### config.mk
export PLATFORM = sky130hd
export DESIGN_NAME = instr_encoder_loader
export DESIGN_NICKNAME = d
export VERILOG_FILES = /design/src/rtl/instr_encoder_loader.sv
export SDC_FILE = /design/constraint.sdc
export NUM_CORES = 1
export LEC_CHECK = 0
export CAP_MARGIN = 20
export CELL_PAD_IN_SITES_DETAIL_PLACEMENT = 1
export CELL_PAD_IN_SITES_GLOBAL_PLACEMENT = 1
export CORE_ASPECT_RATIO = 0.75
export CORE_UTILIZATION = 55
export DETAILED_ROUTE_END_ITERATION = 10
export DONT_BUFFER_PORTS = 1
export PLACE_DENSITY_LB_ADDON = 0.1
export SLEW_MARGIN = 15
export SYNTH_ARGS = -nofsm -noshare
export SYNTH_HDL_FRONTEND = slang
export SYNTH_SLANG_ARGS = --single-unit
export TNS_END_PERCENT = 100
### constraint.sdc
create_clock -name clk -period 4.05 [get_ports clk]
set_input_delay 0.405 -clock clk [delete_from_list [all_inputs] [get_ports clk]]
set_output_delay 0.405 -clock clk [all_outputs]
set_load 0.02 [all_outputs]
### src/rtl/instr_encoder_loader.sv
// Packs symbolic operation requests into 32-bit instruction words, queues them in a
// small FIFO and writes them to sequential instruction-memory addresses.
module instr_encoder_loader #(
    parameter int FIFO_DEPTH = 4,
    parameter int ADDR_W     = 8
) (
    input  logic              clk,
    input  logic              rst,
    input  logic              start,
    input  logic [ADDR_W-1:0] base_addr,
    input  logic              finish,
    input  logic              req_valid,
    output logic              req_ready,
    input  logic [2:0]        req_kind,
    input  logic [4:0]        req_rs,
    input  logic [4:0]        req_rt,
    input  logic [4:0]        req_rd,
    input  logic [15:0]       req_imm,
    output logic              imem_we,
    output logic [ADDR_W-1:0] imem_addr,
    output logic [31:0]       imem_wdata,
    output logic              busy,
    output logic              done,
    output logic [ADDR_W:0]   instr_count,
    output logic              err_illegal,
    output logic              err_full
);
    localparam int PTR_W = $clog2(FIFO_DEPTH);

    typedef enum logic [1:0] {IDLE, RUN, DRAIN, DONE} state_t;

    state_t            state;
    logic [31:0]       fifo_mem [FIFO_DEPTH];
    logic [PTR_W-1:0]  wr_ptr;
    logic [PTR_W-1:0]  rd_ptr;
    logic [PTR_W:0]    fifo_cnt;
    logic [ADDR_W-1:0] addr;
    logic              fifo_full;
    logic              fifo_empty;
    logic              push_hs;
    logic              do_push;
    logic              do_pop;
    logic              last_addr;
    logic [31:0]       enc_word;

    function automatic logic kind_legal(input logic [2:0] kind);
        return kind < 3'd6;
    endfunction

    // R-type kinds carry rd in [15:11]; load/store carry the 16-bit offset instead.
    function automatic logic [31:0] encode(input logic [2:0] kind, input logic [4:0] rs,
                                           input logic [4:0] rt, input logic [4:0] rd,
                                           input logic [15:0] imm);
        logic [31:0] w;
        w = '0;
        case (kind)
            3'd0:    w = {6'd1, rs, rt, rd, 11'd0};
            3'd1:    w = {6'd3, rs, rt, rd, 11'd0};
            3'd2:    w = {6'd5, rs, rt, rd, 11'd0};
            3'd3:    w = {6'd7, rs, rt, rd, 11'd0};
            3'd4:    w = {6'd4, rs, rt, imm};
            3'd5:    w = {6'd2, rs, rt, imm};
            default: w = '0;
        endcase
        return w;
    endfunction

    assign fifo_full  = (fifo_cnt == (PTR_W+1)'(FIFO_DEPTH));
    assign fifo_empty = (fifo_cnt == '0);
    assign req_ready  = (state == RUN) && !fifo_full;
    assign busy       = (state == RUN) || (state == DRAIN);
    assign push_hs    = req_valid && req_ready;
    assign do_push    = push_hs && kind_legal(req_kind);
    assign do_pop     = busy && !fifo_empty && !err_full;
    assign last_addr  = (addr == {ADDR_W{1'b1}});
    assign enc_word   = encode(req_kind, req_rs, req_rt, req_rd, req_imm);

    always_ff @(posedge clk) begin
        if (do_push) begin
            fifo_mem[wr_ptr] <= enc_word;
        end
    end

    always_ff @(posedge clk) begin
        if (rst) begin
            state       <= IDLE;
            wr_ptr      <= '0;
            rd_ptr      <= '0;
            fifo_cnt    <= '0;
            addr        <= '0;
            imem_we     <= 1'b0;
            imem_addr   <= '0;
            imem_wdata  <= '0;
            done        <= 1'b0;
            instr_count <= '0;
            err_illegal <= 1'b0;
            err_full    <= 1'b0;
        end else begin
            imem_we <= 1'b0;
            done    <= 1'b0;

            if (do_pop) begin
                imem_we     <= 1'b1;
                imem_addr   <= addr;
                imem_wdata  <= fifo_mem[rd_ptr];
                instr_count <= instr_count + (ADDR_W+1)'(1);
                if (!last_addr) begin
                    addr <= addr + ADDR_W'(1);
                end
            end

            if (push_hs && !kind_legal(req_kind)) begin
                err_illegal <= 1'b1;
            end

            if (do_push) wr_ptr <= wr_ptr + PTR_W'(1);
            if (do_pop)  rd_ptr <= rd_ptr + PTR_W'(1);
            case ({do_push, do_pop})
                2'b10:   fifo_cnt <= fifo_cnt + (PTR_W+1)'(1);
                2'b01:   fifo_cnt <= fifo_cnt - (PTR_W+1)'(1);
                default: fifo_cnt <= fifo_cnt;
            endcase

            case (state)
                IDLE, DONE: begin
                    if (start) begin
                        state       <= RUN;
                        addr        <= base_addr;
                        instr_count <= '0;
                        err_illegal <= 1'b0;
                        err_full    <= 1'b0;
                        wr_ptr      <= '0;
                        rd_ptr      <= '0;
                        fifo_cnt    <= '0;
                    end
                end
                RUN: begin
                    if (finish) state <= DRAIN;
                end
                DRAIN: begin
                    if (fifo_empty) begin
                        state <= DONE;
                        done  <= 1'b1;
                    end
                end
                default: state <= IDLE;
            endcase

            // The top address was just written: nothing further may go out, so flush and stop.
            if (do_pop && last_addr) begin
                err_full <= 1'b1;
                state    <= DONE;
                done     <= 1'b1;
                wr_ptr   <= '0;
                rd_ptr   <= '0;
                fifo_cnt <= '0;
            end
        end
    end
endmodule

# After elaboration in Yosys (flattened, before gate mapping)
# Memory sizes are Yosys's and may differ from the RTL's. A register that Yosys moved wholly into a read port is not among the register bits.
# Cells that the tools add are included.
dict set report word_totals {
  wordCells 90
  latchBits 0
  mem_bits_rw 116
  memories 1
  rom_bits 0
  input_bits 47
  regBits 70
  out_inout_bits 55
}
# memory depth word_bits read_ports rd_clocked_by_memory_dff write_ports line_no
set memory_table {}
lappend memory_table {fifo_mem 4 29 1 1 1 33} ;# logic [31:0] fifo_mem [FIFO_DEPTH];
dict set report op_classes {
  n_mux 34
  div_mod_pow 0
  mul 0
  n_addsub 6
  eq_ne 15
  bitwise 0
  n_shift 0
  n_reduce_logical 21
  order_cmp 1
}
# op n
set ops {}
lappend ops {{$pmux 29 s6} 1}
lappend ops {{$mux 8} 4}
lappend ops {{$mux 9} 3}
lappend ops {{$mux 2} 10}
lappend ops {{$mux 1} 12}
lappend ops {{$add 9x1->9 const B} 1}
lappend ops {{$eq 3x3->1 const B} 3}
lappend ops {{$add 8x1->8 const B} 1}
lappend ops {{$eq 8x8->1 const B} 1}
lappend ops {{$logic_and 1x1->1} 7}
lappend ops {{$eq 2x2->1 const B} 3}
lappend ops {{$eq 3x2->1 const B} 2}
lappend ops {{$logic_not 3->1} 2}
lappend ops {{$mux 3} 2}
lappend ops {{$ne 3x2->1 const B} 2}
lappend ops {{$pmux 2 s3} 1}
lappend ops {{$pmux 3 s2} 1}
lappend ops {{$add 2x1->2 const B} 2}
lappend ops {{$eq 2x1->1 const B} 2}
lappend ops {{$logic_not 1->1} 4}
lappend ops {{$reduce_bool 2->1} 2}
lappend ops {{$reduce_or 2->1} 2}
lappend ops {{$add 3x1->3 const B} 1}
lappend ops {{$eq 3x1->1 const B} 1}
lappend ops {{other kinds (7)} 7}

# Longest topological paths before layout
dict set report logic_depth {
  depth_word 9
  ltp_mapped 13
  ltp_nobuf 12
}

# Worst setup path after synthesis
# No wires, ideal clock.
dict set report synth_path {
  path_type {reg-to-reg}
  startpoint {register state[0]}
  endpoint {register fifo_cnt[2]}
  n_path_buf 1
  period_less_slack_ns 2.680
  path_stages_with_launch 14
  setup_time_ns 0.120
  path_slack_ns 1.370
  t_arrival_ns 2.560
  t_required_ns 3.930
  path_cell_list {dfxtp_1 inv_1 ha_1 nor2_1 nand2_2 inv_2 clkbuf_1 ha_1 inv_1 fa_1 xor2_1 nor2_1 xnor2_1 nor2_1}
}
dict set report synth_between {
  elab_chain_cells 8
  word_cells_on_any_way 18
  classes_between {eq/ne (5); mux (3); reduce/logical (10)}
}
# item line_no
set synth_lines {}
lappend synth_lines {{start: declaration} 32} ;# state_t state;
lappend synth_lines {{start signal: assignment} 86} ;# state <= IDLE;
lappend synth_lines {{start signal: assignment} 127} ;# state <= RUN;
lappend synth_lines {{start signal: assignment} 138} ;# if (finish) state <= DRAIN;
lappend synth_lines {{$eq 2x1->1 / $eq 2x2->1 (equally long branches)} 71} ;# assign busy = (state == RUN) || (state == DRAIN);
lappend synth_lines {{$logic_or 1x1->1 *} 71}
lappend synth_lines {{$logic_and 1x1->1 * (2 in a row)} 74} ;# assign do_pop = busy && !fifo_empty && !err_full;
lappend synth_lines {{named net do_pop} 42} ;# logic do_pop;
lappend synth_lines {{$eq 2x1->1 / $eq 2x2->1 (equally long branches)} 118} ;# case ({do_push, do_pop})
lappend synth_lines {{$pmux 3 s2} 118}
lappend synth_lines {{$mux 3} 126} ;# if (start) begin
lappend synth_lines {{$mux 3} 124} ;# case (state)
lappend synth_lines {{end signal: assignment} 119} ;# 2'b10: fifo_cnt <= fifo_cnt + (PTR_W+1)'(1);
lappend synth_lines {{end signal: assignment} 120} ;# 2'b01: fifo_cnt <= fifo_cnt - (PTR_W+1)'(1);
lappend synth_lines {{end signal: assignment} 121} ;# default: fifo_cnt <= fifo_cnt;
lappend synth_lines {{end: declaration} 36} ;# logic [PTR_W:0] fifo_cnt;
# Mark *: on every way through the listed nets, which the timed path passes. The rest lies on a longest branch.
# A chain may end at the register's enable or synchronous reset.

# Final worst setup path
dict set report layout_path {
  startpoint {register fifo_cnt[2]}
  endpoint {register fifo_cnt[2]}
}
dict set report layout_between {
  elab_chain_cells 9
  word_cells_on_any_way 18
  classes_between {add/sub (2); eq/ne (3); mux (3); reduce/logical (10)}
}
# item line_no
set layout_lines {}
lappend layout_lines {{$eq 3x3->1 *} 68} ;# assign fifo_full = (fifo_cnt == (PTR_W+1)'(FIFO_DEPTH));
lappend layout_lines {{$logic_not 1->1 *} 70} ;# assign req_ready = (state == RUN) && !fifo_full;
lappend layout_lines {{$logic_and 1x1->1 *} 70}
lappend layout_lines {{named net req_ready} 13} ;# output logic req_ready,
lappend layout_lines {{$logic_and 1x1->1 *} 72} ;# assign push_hs = req_valid && req_ready;
lappend layout_lines {{$logic_and 1x1->1 *} 73} ;# assign do_push = push_hs && kind_legal(req_kind);
lappend layout_lines {{$eq 2x1->1 / $eq 2x2->1 (equally long branches)} 118}
lappend layout_lines {{$pmux 3 s2 *} 118}
lappend layout_lines {{$mux 3} 126}
lappend layout_lines {{$mux 3 *} 124}
# Marks and branches as above.

==> results.ini <==
[route]
drt_iter0_drc=259
via_per_inst=6.01
ant_nets=0
drc=0
wl_um=16600
avgRoutedWirePerCell_um=23.1
via_count=4330
dr.pass1.iters=5

[worst_setup_path]
worstSetupEndpointType=flop
arrival_ns=3.07
cp_top_family=simple AND/OR/NAND/NOR gates
required_ns=4.36
crit_chain=or3b_1 > and2_1 > and3_1 > inv_1 > ha_1 > inv_1 > fa_1 > xor2_1 > nor2_1 > xnor2_1 > nor2_1
crit_buf_inv=2
cp_max_fo=5
critPathMaxStageDelay_ns=0.41
criticalPathCategory=flop to flop
cpMaxStageDelayCell=dfxtp_1
start_kind=flop

[clock_tree]
cts-root-buf=clkbuf_16
cts_setup_buffers=0
clock_latency_ns=0.43
clock_sinks=183
clk_pin_slew_worst_paths_ns=0.07
cts_tree=built
htreeDepth=4
cts_buffer_depth=2
cts_buffers=17
ctsResizeCount=0
ctsHoldBuffers=0

[timing]
fmax_mhz=363
grt_setup_unrepaired=no
final-hold-violation-count=0
min_period_ns=2.76
relSlewSlack_pct=40.7
fin_ws_ns=1.29
setup_viol=0
setup-tns-final_ns=0
skew_ns=0.00907
drv_slew=0
holdWs_ns=0.0401
tightest_slew_ns=0.890
finalCritPeriodShare_pct=68.1

[power_and_ir_drop]
peakVddDrop_mv=0.344
powerDensity_nw_per_um2=560
leakage_nw=2.60
finalPower_mw=4.49

[die]
fp.coreArea_um2=12600
io_pins=102
die_height_um=102
die_x_um=135
start_util_pct=57.9
dieArea_um2=13700
rows=35

[synth]
async_reset_ff_share_pct=0
synth_compound_area_share_pct=6.57
synthDominantCellAreaShare_pct=47.9
ys_seq_area_share_pct=66.3
ys_seq_elements=183
synth_fa_ha_area_share_pct=1.82
synth_top_area_cell=edfxtp_1
ys_types=53
synth-simple-area-share_pct=11.9
muxShareOfSynthArea_pct=9.27
syn_area_um2=7280
synth_top_family_by_area=simple AND/OR/NAND/NOR gates
yosysWarnings=0
syn_inst=540
ys.flop_type=edfxtp_1
avgSynthCellArea_um2=13.5
synth-edff-count=116
synth_area_leaders=edfxtp_1, dfxtp_1, mux4_2
synthXorXnorAreaFrac_pct=1.20

[place]
pre_cts_slack_ns=1.35
place_hpwl_um=10600
dpl-instance-area_um2=7400
place_congestion=0.803
dp_cells=684
numPortBuffers=0

[job]
cap_violations=0

[grt]
grt_overflow=0
grt_max_degree=54
grt_antenna_before_repair=3
grt_pass1_wl_um=25300
grt_util_all_layers_pct=25.7
grt_pass1_vias=4447

[layout]
final_common_cell=edfxtp_1
nFillCells=1175
drive_gt1_share_pct=14.7
syn2layout_area_growth_pct=10.1
fin_util_pct=63.7
nNetsFinal=595
layout_common_cells=edfxtp_1, nand2_1, dfxtp_1
instances_no_fill=720
final_cell_area_um2=8010

[hold_path]
hold_class=primary input to flop

[run_status]
outcome=finished clean

cells by family (layout without fill, tap and decap cells):
| logic type | count (synthesis) | count (layout) |
|---|---|---|
| adders and majority gates | 10 | 10 |
| and+or+nand+nor | 180 | 180 |
| muxes | 31 | 31 |
| DFF | 183 | 183 |
| xor gates and xnor gates | 10 | 10 |
| other | 1 | 6 |
| buffers and inverters | 47 | 56 |
| AOI/OAI and AO/OA | 78 | 78 |
synthesized netlist by cell type (3+ instances only):
library cell / number
inv_1: 14
nand4_1: 4
xnor2_1: 6
nor3_1: 3
o21ai_0: 7
ha_1: 9
dfxtp_1: 67
or3_1: 6
buf_2: 10
xor2_1: 4
a41oi_1: 3
nand2_1: 82
a22o_1: 5
o31ai_1: 4
edfxtp_1: 116
clkbuf_1: 17
nand3_1: 8
and2_1: 28
nor2_1: 28
mux4_2: 29
a21oi_1: 46
a311oi_1: 5
buf_4: 3
state kept, by name, indices dropped and copies added (netlist names):
| signal | cells |
|---|---|
| imem_wdata | 29 |
| err_full | 1 |
| fifo_mem | 116 |
| instr_count | 9 |
| imem_addr | 8 |
| addr | 8 |
| err_illegal | 1 |
| fifo_cnt | 3 |
| imem_we | 1 |
| rd_ptr | 2 |
| state | 2 |
| done | 1 |
| wr_ptr | 2 |
routing by layer:
layer / routed length, um / global-route usage (%)
met5: 0 / 0
met1: 7240 / 33.9
met2: 8290 / 43.2
met3: 913 / 5.41
met4: 157 / 7.87
worst paths after layout:
| kind | start | to | slack [ns] | cells after the start |
|---|---|---|---|---|
| worst max-delay path | fifo_cnt[2]$_SDFF_PP0_ | fifo_cnt[2]$_SDFF_PP0_ | 1.29 | 11 |
| worst min-delay path | rst | imem_wdata[20]$_SDFFE_PP0N_ | 0.04 | 1 |
| worst max register to register | fifo_cnt[2]$_SDFF_PP0_ | fifo_cnt[2]$_SDFF_PP0_ | 1.29 | 11 |
| worst min register to register | state[0]$_SDFFE_PP0P_ | state[0]$_SDFFE_PP0P_ | 0.50 | 2 |
layout make-up:
| class | instances | area [um^2] | area share, % |
|---|---|---|---|
| sequential | 183 | 4830 | 60.3 |
| multi-input combinational | 312 | 2250 | 28.1 |
| clock buffer | 21 | 503 | 6.28 |
| tap | 166 | 208 | 2.59 |
| clock inverter | 11 | 95.1 | 1.19 |
| timing repair buffer | 8 | 60.1 | 0.750 |
| inverter | 16 | 60.1 | 0.750 |
| antenna | 3 | 7.51 | 0.0937 |
power by group:
group	total [mW]	switching, mW	internal (mW)
logic	0.595	0.383	0.212
clock network	1.65	0.738	0.913
registers	2.24	0.132	2.11
total	4.49	1.25	3.23
Note: power is estimated with default switching activity, not from simulation.
